`config.mk`:
```
export PLATFORM = sky130hd
export DESIGN_NAME = lsu_bus_master
export DESIGN_NICKNAME = d
export VERILOG_FILES = /design/src/rtl/lsu_bus_master.sv
export SDC_FILE = /design/constraint.sdc
export NUM_CORES = 1
export LEC_CHECK = 0
export CAP_MARGIN = 40
export CORE_MARGIN = 3
export CORE_UTILIZATION = 38
export DETAILED_ROUTE_END_ITERATION = 7
export PLACE_DENSITY = 0.86
export REMOVE_ABC_BUFFERS = 1
export SLEW_MARGIN = 5
export SYNTH_ARGS = -nofsm -noshare
export SYNTH_HDL_FRONTEND = slang
export SYNTH_SLANG_ARGS = --single-unit
export TNS_END_PERCENT = 100
```
`constraint.sdc`:
```
create_clock -name clk -period 1.3 [get_ports clk]
set_input_delay 0.13 -clock clk [delete_from_list [all_inputs] [get_ports clk]]
set_output_delay 0.13 -clock clk [all_outputs]
set_load 0.03 [all_outputs]
```
`src/rtl/lsu_bus_master.sv`:
```
// Memory-stage load/store unit: one req/ack data-bus transaction per access, with byte lanes
// and load extension. Optional misalignment trap enabled by defining MISALIGN_TRAP_EN.
module lsu_bus_master #(
   parameter int unsigned ADDR_W = 32
) (
   input  logic              clk,
   input  logic              reset,
   input  logic              mem_read_m,
   input  logic              mem_write_m,
   input  logic [2:0]        dext_control_m,
   input  logic [ADDR_W-1:0] alu_result_m,
   input  logic [31:0]       write_data_m,
   output logic              bus_req,
   output logic              bus_we,
   output logic [ADDR_W-1:0] bus_addr,
   output logic [3:0]        bus_be,
   output logic [31:0]       bus_wdata,
   input  logic              bus_ack,
   input  logic [31:0]       bus_rdata,
   output logic              stall_m,
   output logic [31:0]       read_data_m,
   output logic              load_valid,
   output logic              misalign_fault
);

   typedef enum logic [1:0] {StIdle, StReq, StDone} state_t;

   state_t            r_state;
   state_t            w_state_next;
   logic              r_bus_req;
   logic              r_bus_we;
   logic [ADDR_W-1:0] r_bus_addr;
   logic [3:0]        r_bus_be;
   logic [31:0]       r_bus_wdata;
   logic [1:0]        r_addr_lo;
   logic [2:0]        r_dext;
   logic [31:0]       r_read_data;
   logic              r_load_valid;

   logic              w_access;
   logic              w_misalign;
   logic [3:0]        w_be;
   logic [31:0]       w_wdata;
   logic [7:0]        w_byte;
   logic [15:0]       w_half;
   logic [31:0]       w_load_ext;

   assign w_access = mem_read_m | mem_write_m;

`ifdef MISALIGN_TRAP_EN
   logic r_misalign_fault;

   always_comb begin
      w_misalign = 1'b0;
      case (dext_control_m[1:0])
         2'b00:   w_misalign = 1'b0;
         2'b01:   w_misalign = alu_result_m[0];
         default: w_misalign = |alu_result_m[1:0];
      endcase
   end

   always_ff @(posedge clk) begin
      if (reset) begin
         r_misalign_fault <= 1'b0;
      end else begin
         r_misalign_fault <= (r_state == StIdle) && w_access && w_misalign;
      end
   end

   assign misalign_fault = r_misalign_fault;
`else
   assign w_misalign     = 1'b0;
   assign misalign_fault = 1'b0;
`endif

   // Store lane placement; loads always fetch the whole word.
   always_comb begin
      w_be    = 4'b1111;
      w_wdata = write_data_m;
      if (mem_write_m) begin
         case (dext_control_m[1:0])
            2'b00: begin
               w_be    = 4'b0001 << alu_result_m[1:0];
               w_wdata = {4{write_data_m[7:0]}};
            end
            2'b01: begin
               w_be    = alu_result_m[1] ? 4'b1100 : 4'b0011;
               w_wdata = {2{write_data_m[15:0]}};
            end
            default: ;
         endcase
      end
   end

   always_comb begin
      case (r_addr_lo)
         2'd1:    w_byte = bus_rdata[15:8];
         2'd2:    w_byte = bus_rdata[23:16];
         2'd3:    w_byte = bus_rdata[31:24];
         default: w_byte = bus_rdata[7:0];
      endcase
      w_half = r_addr_lo[1] ? bus_rdata[31:16] : bus_rdata[15:0];
      case (r_dext[1:0])
         2'b00:   w_load_ext = {{24{w_byte[7] & ~r_dext[2]}}, w_byte};
         2'b01:   w_load_ext = {{16{w_half[15] & ~r_dext[2]}}, w_half};
         default: w_load_ext = bus_rdata;
      endcase
   end

   always_comb begin
      w_state_next = r_state;
      case (r_state)
         StIdle:  if (w_access) w_state_next = w_misalign ? StDone : StReq;
         StReq:   if (bus_ack) w_state_next = StDone;
         StDone:  w_state_next = StIdle;
         default: w_state_next = StIdle;
      endcase
   end

   always_ff @(posedge clk) begin
      if (reset) begin
         r_state <= StIdle;
      end else begin
         r_state <= w_state_next;
      end
   end

   always_ff @(posedge clk) begin
      if (reset) begin
         r_bus_req    <= 1'b0;
         r_bus_we     <= 1'b0;
         r_bus_addr   <= '0;
         r_bus_be     <= 4'b0000;
         r_bus_wdata  <= 32'h0;
         r_addr_lo    <= 2'b00;
         r_dext       <= 3'b000;
         r_read_data  <= 32'h0;
         r_load_valid <= 1'b0;
      end else begin
         r_load_valid <= 1'b0;
         case (r_state)
            StIdle: begin
               if (w_access && !w_misalign) begin
                  r_bus_req   <= 1'b1;
                  r_bus_we    <= mem_write_m;
                  r_bus_addr  <= {alu_result_m[ADDR_W-1:2], 2'b00};
                  r_bus_be    <= w_be;
                  r_bus_wdata <= w_wdata;
                  r_addr_lo   <= alu_result_m[1:0];
                  r_dext      <= dext_control_m;
               end
            end
            StReq: begin
               if (bus_ack) begin
                  r_bus_req <= 1'b0;
                  if (!r_bus_we) begin
                     r_read_data  <= w_load_ext;
                     r_load_valid <= 1'b1;
                  end
               end
            end
            default: ;
         endcase
      end
   end

   assign stall_m     = ~reset & (((r_state == StIdle) & w_access) | (r_state == StReq));
   assign bus_req     = r_bus_req;
   assign bus_we      = r_bus_we;
   assign bus_addr    = r_bus_addr;
   assign bus_be      = r_bus_be;
   assign bus_wdata   = r_bus_wdata;
   assign read_data_m = r_read_data;
   assign load_valid  = r_load_valid;

endmodule

```
==> summary.txt <==
Logic synthesis
  – Cells after Synth: 573
  – Netlist Area Pre-Place: 4620 sq um
  – Syn_area_per_cell: 8.06 sq um
  – Simple logic cell fraction of the synthesized area: 20.6%
  – Number of enable flip-flop cells after synthesis: 0
  – Cell type with the highest aggregate area in the netlist: sky130_fd_sc_hd__dfxtp_1
  – Register area share after synthesis: 46.8%
  – Share of the synthesized area in the top cell type: 46.8%
  – Ys flop type: sky130_fd_sc_hd__dfxtp_1
  – Total of warnings raised by yosys: 0
  – Dominant combinational cell family by area after synthesis: compound AO/OA/AOI/OAI gates
  – Share of the synthesized netlist area taken by xor and xnor gates: 0%
  – Post-synth ARST share: 0%
  – Share of the synthesized area in compound gates (AO/OA/AOI/OAI): 21.6%
  – Area contributors post-synth: sky130_fd_sc_hd__dfxtp_1 (47%), sky130_fd_sc_hd__nand2_1 (12%), sky130_fd_sc_hd__a21oi_1 (6.0%)
  – Yosys reg bits: 108
  – Arithmetic-cell share of the synthesized area counting full adders, half adders and majority gates: 0%
  – Number of distinct standard cells referenced by the synthesized netlist: 42
  – Mux share of post-synthesis cell area: 4.28%

Route
  – Number of nets still failing antenna checks after routing: 0
  – Total via count in the routed design: 5269
  – Final wirelength: 17.5 mm
  – Initial detailed-routing violation count: 409
  – Post-route DRC violation count: 0
  – Iteration count of the initial detailed-routing pass: 7
  – Vias per std cell: 5.48
  – Routed wire per std cell: 18.2 um

Finish
  – Ant. Diodes: 0
  – Area used by multi-input combinational logic: 2510 sq um
  – Share of cells above drive strength 1: 20.5%
  – Number of nets in the final layout: 917
  – Synthesis-to-finish area growth: 73.9%
  – Sequential cell area: 2170 sq um
  – FILL cells: 876
  – Final cell count without fillers: 961

Floorplan
  – Core region area: 11700 sq um
  – Floorplan die height: 116 um
  – Floorplan die area: 13500 sq um
  – Number of top-level design ports: 209
  – Initial cell density of the core: 39.6%
  – Std cell rows: 39
  – Horizontal die dimension: 116 um

Global routing
  – Global router's overall resource usage: 24.7%
  – Vias in the first global route: 5197
  – Maximum number of pins on one net before global-route repair: 45
  – Wire length of the first global-routing pass: 26.1 mm
  – Initial antenna violation count: 0
  – Overflow left after global routing: 0

Critical path
  – Worst path slowest cell: sky130_fd_sc_hd__dfxtp_4
  – Element type at the critical path end: flip-flop
  – Critical path required time: 1.53 ns
  – Crit path DAT: 1.70 ns
  – Critical path depth: 6
  – Worst path top cell family by delay: compound AO/OA/AOI/OAI gates
  – Launching element type of the critical path: flip-flop
  – Largest stage delay on the critical path: 0.36 ns
  – Critical path class: reg2reg
  – Critical Path Fanout Max: 16
  – Buf+Inv Stages, Crit Path: 2
  – Reg2Reg Depth: 6
  – Most numerous cell on the critical path: sky130_fd_sc_hd__buf_12
  – Sequence of cells on the critical path: buf_12 -> mux2i_2 -> o21ai_2 -> a31oi_4 -> buf_12 -> a211oi_1

Timing
  – Clock skew after layout: 0.00952 ns
  – Final Slew Violations: 0
  – Worst Slack Setup Final: -0.167 ns
  – Number of failing setup endpoints in the final timing report: 33
  – RSZ-0062 raised after global routing: yes
  – Final total negative setup slack: -4.22 ns
  – Share of the clock period used by the worst path: 113%
  – Worst hold slack after final layout: 0.105 ns
  – Highest attainable clock frequency: 682 MHz
  – Post-layout minimum cycle time: 1.47 ns
  – Hold Fails Final Rpt: 0

Clock tree
  – Clock Latency Late Sink: 0.35 ns
  – Hold buffer count at CTS: 0
  – Number of H-tree branching levels: 3
  – Total clock sinks: 108
  – Num CTS Buffers: 9
  – CTS root buf: sky130_fd_sc_hd__clkbuf_16
  – Clock-pin slew on the worst setup and hold paths: 0.07 ns
  – CTS tree: built
  – Number of buffers between clock root and the deepest sink: 2

Placement
  – Count of buffers inserted at the top-level ports: 205
  – Post-placement cell count: 928
  – Gpl congestion: 0.857
  – HPWL reported at the end of detailed placement: 11.0 mm

Pwr
  – Leak: 0.00341 uW
  – VDD IR max: 1.05 mV
  – Power density of the placed cells: 1190 nW/um^2

Status
  – Outcome: finished with violations
  – Violations in the final reports: negative setup slack

Min path
  – Type of the worst min-delay path: in2reg
  – Number of cells on the worst hold path: 2

Flow run
  – Max-cap violation count: 0
## logic make-up after synthesis
kind of cell / Yosys count
buffers and inverters: 63
muxes: 19
other: 1
DFF: 108
and+or+nand+nor: 231
AOI/OAI and AO/OA: 151
## power breakdown
| part | switching [uW] | internal [uW] |
|---|---|---|
| combinational | 1670 | 1330 |
| sequential | 158 | 3600 |
| clock | 1200 | 1590 |
## layer usage
layer	global-route usage (%)	routed length, um	up-vias
met5	0	0	-
met4	10.6	739	0
met3	10.3	1760	68
met2	42.8	8480	301
met1	26.4	6500	2443
li1	-	-	2457
## per-stage QoR
| stage | utilization (%) | worst slack [ns] | total power [uW] | cell area, sq um |
|---|---|---|---|---|
| after floorplan | - | -1.24 | 5090 | 4360 |
| after global placement | 61.8 | -0.345 | 6520 | 7210 |
| after detailed placement | 61.8 | -0.400 | 6570 | 7210 |
| after CTS | 67.7 | -0.135 | 9470 | 7900 |
| after global routing | 68.9 | -0.216 | 9940 | 8030 |
| final | 68.9 | -0.167 | 9540 | 8030 |
## path summary, 6_finish.rpt
| path | startpoint | endpoint | slack, ns |
|---|---|---|---|
| min | reset | load_valid$_SDFF_PP0_ | 0.11 |
| min reg2reg | bus_addr[13]$_SDFFE_PP0P_ | bus_addr[13]$_SDFFE_PP0P_ | 0.45 |
| max | r_addr_lo[1]$_SDFFE_PP0P_ | read_data_m[30]$_SDFFE_PP0P_ | -0.17 |
| max reg2reg | r_addr_lo[1]$_SDFFE_PP0P_ | read_data_m[30]$_SDFFE_PP0P_ | -0.17 |
## state kept, by name, summed over array words and instances, names as in the netlist
signal,flops
bus_addr,30
bus_be,4
bus_req,1
bus_wdata,32
bus_we,1
load_valid,1
r_addr_lo,2
r_dext,3
r_state,2
read_data_m,32
## Yosys cell counts (2+ instances only)
master and number:
sky130_fd_sc_hd__nand2_1 147, sky130_fd_sc_hd__dfxtp_1 108, sky130_fd_sc_hd__nor2_1 56, sky130_fd_sc_hd__a21oi_1 55
sky130_fd_sc_hd__a211oi_1 30, sky130_fd_sc_hd__buf_2 23, sky130_fd_sc_hd__clkbuf_1 18, sky130_fd_sc_hd__mux2i_1 13
sky130_fd_sc_hd__a31oi_1 12, sky130_fd_sc_hd__inv_1 11, sky130_fd_sc_hd__nand3_1 10, sky130_fd_sc_hd__a22oi_1 8
sky130_fd_sc_hd__a311oi_1 8, sky130_fd_sc_hd__o21ai_0 8, sky130_fd_sc_hd__a22o_1 7, sky130_fd_sc_hd__buf_4 7
sky130_fd_sc_hd__o32ai_1 7, sky130_fd_sc_hd__mux2_2 6, sky130_fd_sc_hd__o211ai_1 6, sky130_fd_sc_hd__nor2b_1 4
sky130_fd_sc_hd__nor3_1 4, sky130_fd_sc_hd__buf_6 2, sky130_fd_sc_hd__nand2b_1 2, sky130_fd_sc_hd__o21a_1 2
sky130_fd_sc_hd__o21ai_1 2
## layout make-up
type	instances	area share (%)
Clock buffer	12	3.19
Clock inverter	4	0.592
Inverter	12	0.717
Multi-Input combinational cell	404	31.3
Sequential cell	108	27.0
Tap cell	143	2.23
Timing Repair Buffer	278	35.0
## repair_timing
item	in CTS	in global routing
resized for setup	170	36
pin swaps	27	13
cloned	5	0
buffers inserted	14	3
setup endpoints to repair	140	60
## placed cells by master, fill, tap and decap left out, types with 3 or more instances in the layout
cell type,count
sky130_fd_sc_hd__nand2_1,145
sky130_fd_sc_hd__dfxtp_1,104
sky130_fd_sc_hd__clkdlybuf4s50_1,101
sky130_fd_sc_hd__dlygate4sd2_1,92
sky130_fd_sc_hd__a21oi_1,53
sky130_fd_sc_hd__buf_4,47
sky130_fd_sc_hd__nor2_1,44
sky130_fd_sc_hd__a211oi_1,16
sky130_fd_sc_hd__buf_12,16
sky130_fd_sc_hd__a211oi_2,14
sky130_fd_sc_hd__a31oi_1,12
sky130_fd_sc_hd__inv_1,11
sky130_fd_sc_hd__nand3_1,10
sky130_fd_sc_hd__nor2_2,9
sky130_fd_sc_hd__clkbuf_16,9
sky130_fd_sc_hd__buf_6,9
sky130_fd_sc_hd__a311oi_1,8
sky130_fd_sc_hd__a22o_1,7
sky130_fd_sc_hd__o21ai_0,7
sky130_fd_sc_hd__clkdlybuf4s15_1,7
sky130_fd_sc_hd__mux2i_1,6
sky130_fd_sc_hd__a22oi_2,6
sky130_fd_sc_hd__o211ai_1,6
sky130_fd_sc_hd__mux2i_4,5
sky130_fd_sc_hd__o32ai_2,5
sky130_fd_sc_hd__mux2_2,5
sky130_fd_sc_hd__nor2_4,4
sky130_fd_sc_hd__nor3_1,3
sky130_fd_sc_hd__conb_1,3
sky130_fd_sc_hd__dfxtp_2,3
Note: power is estimated with default switching activity, not from simulation.
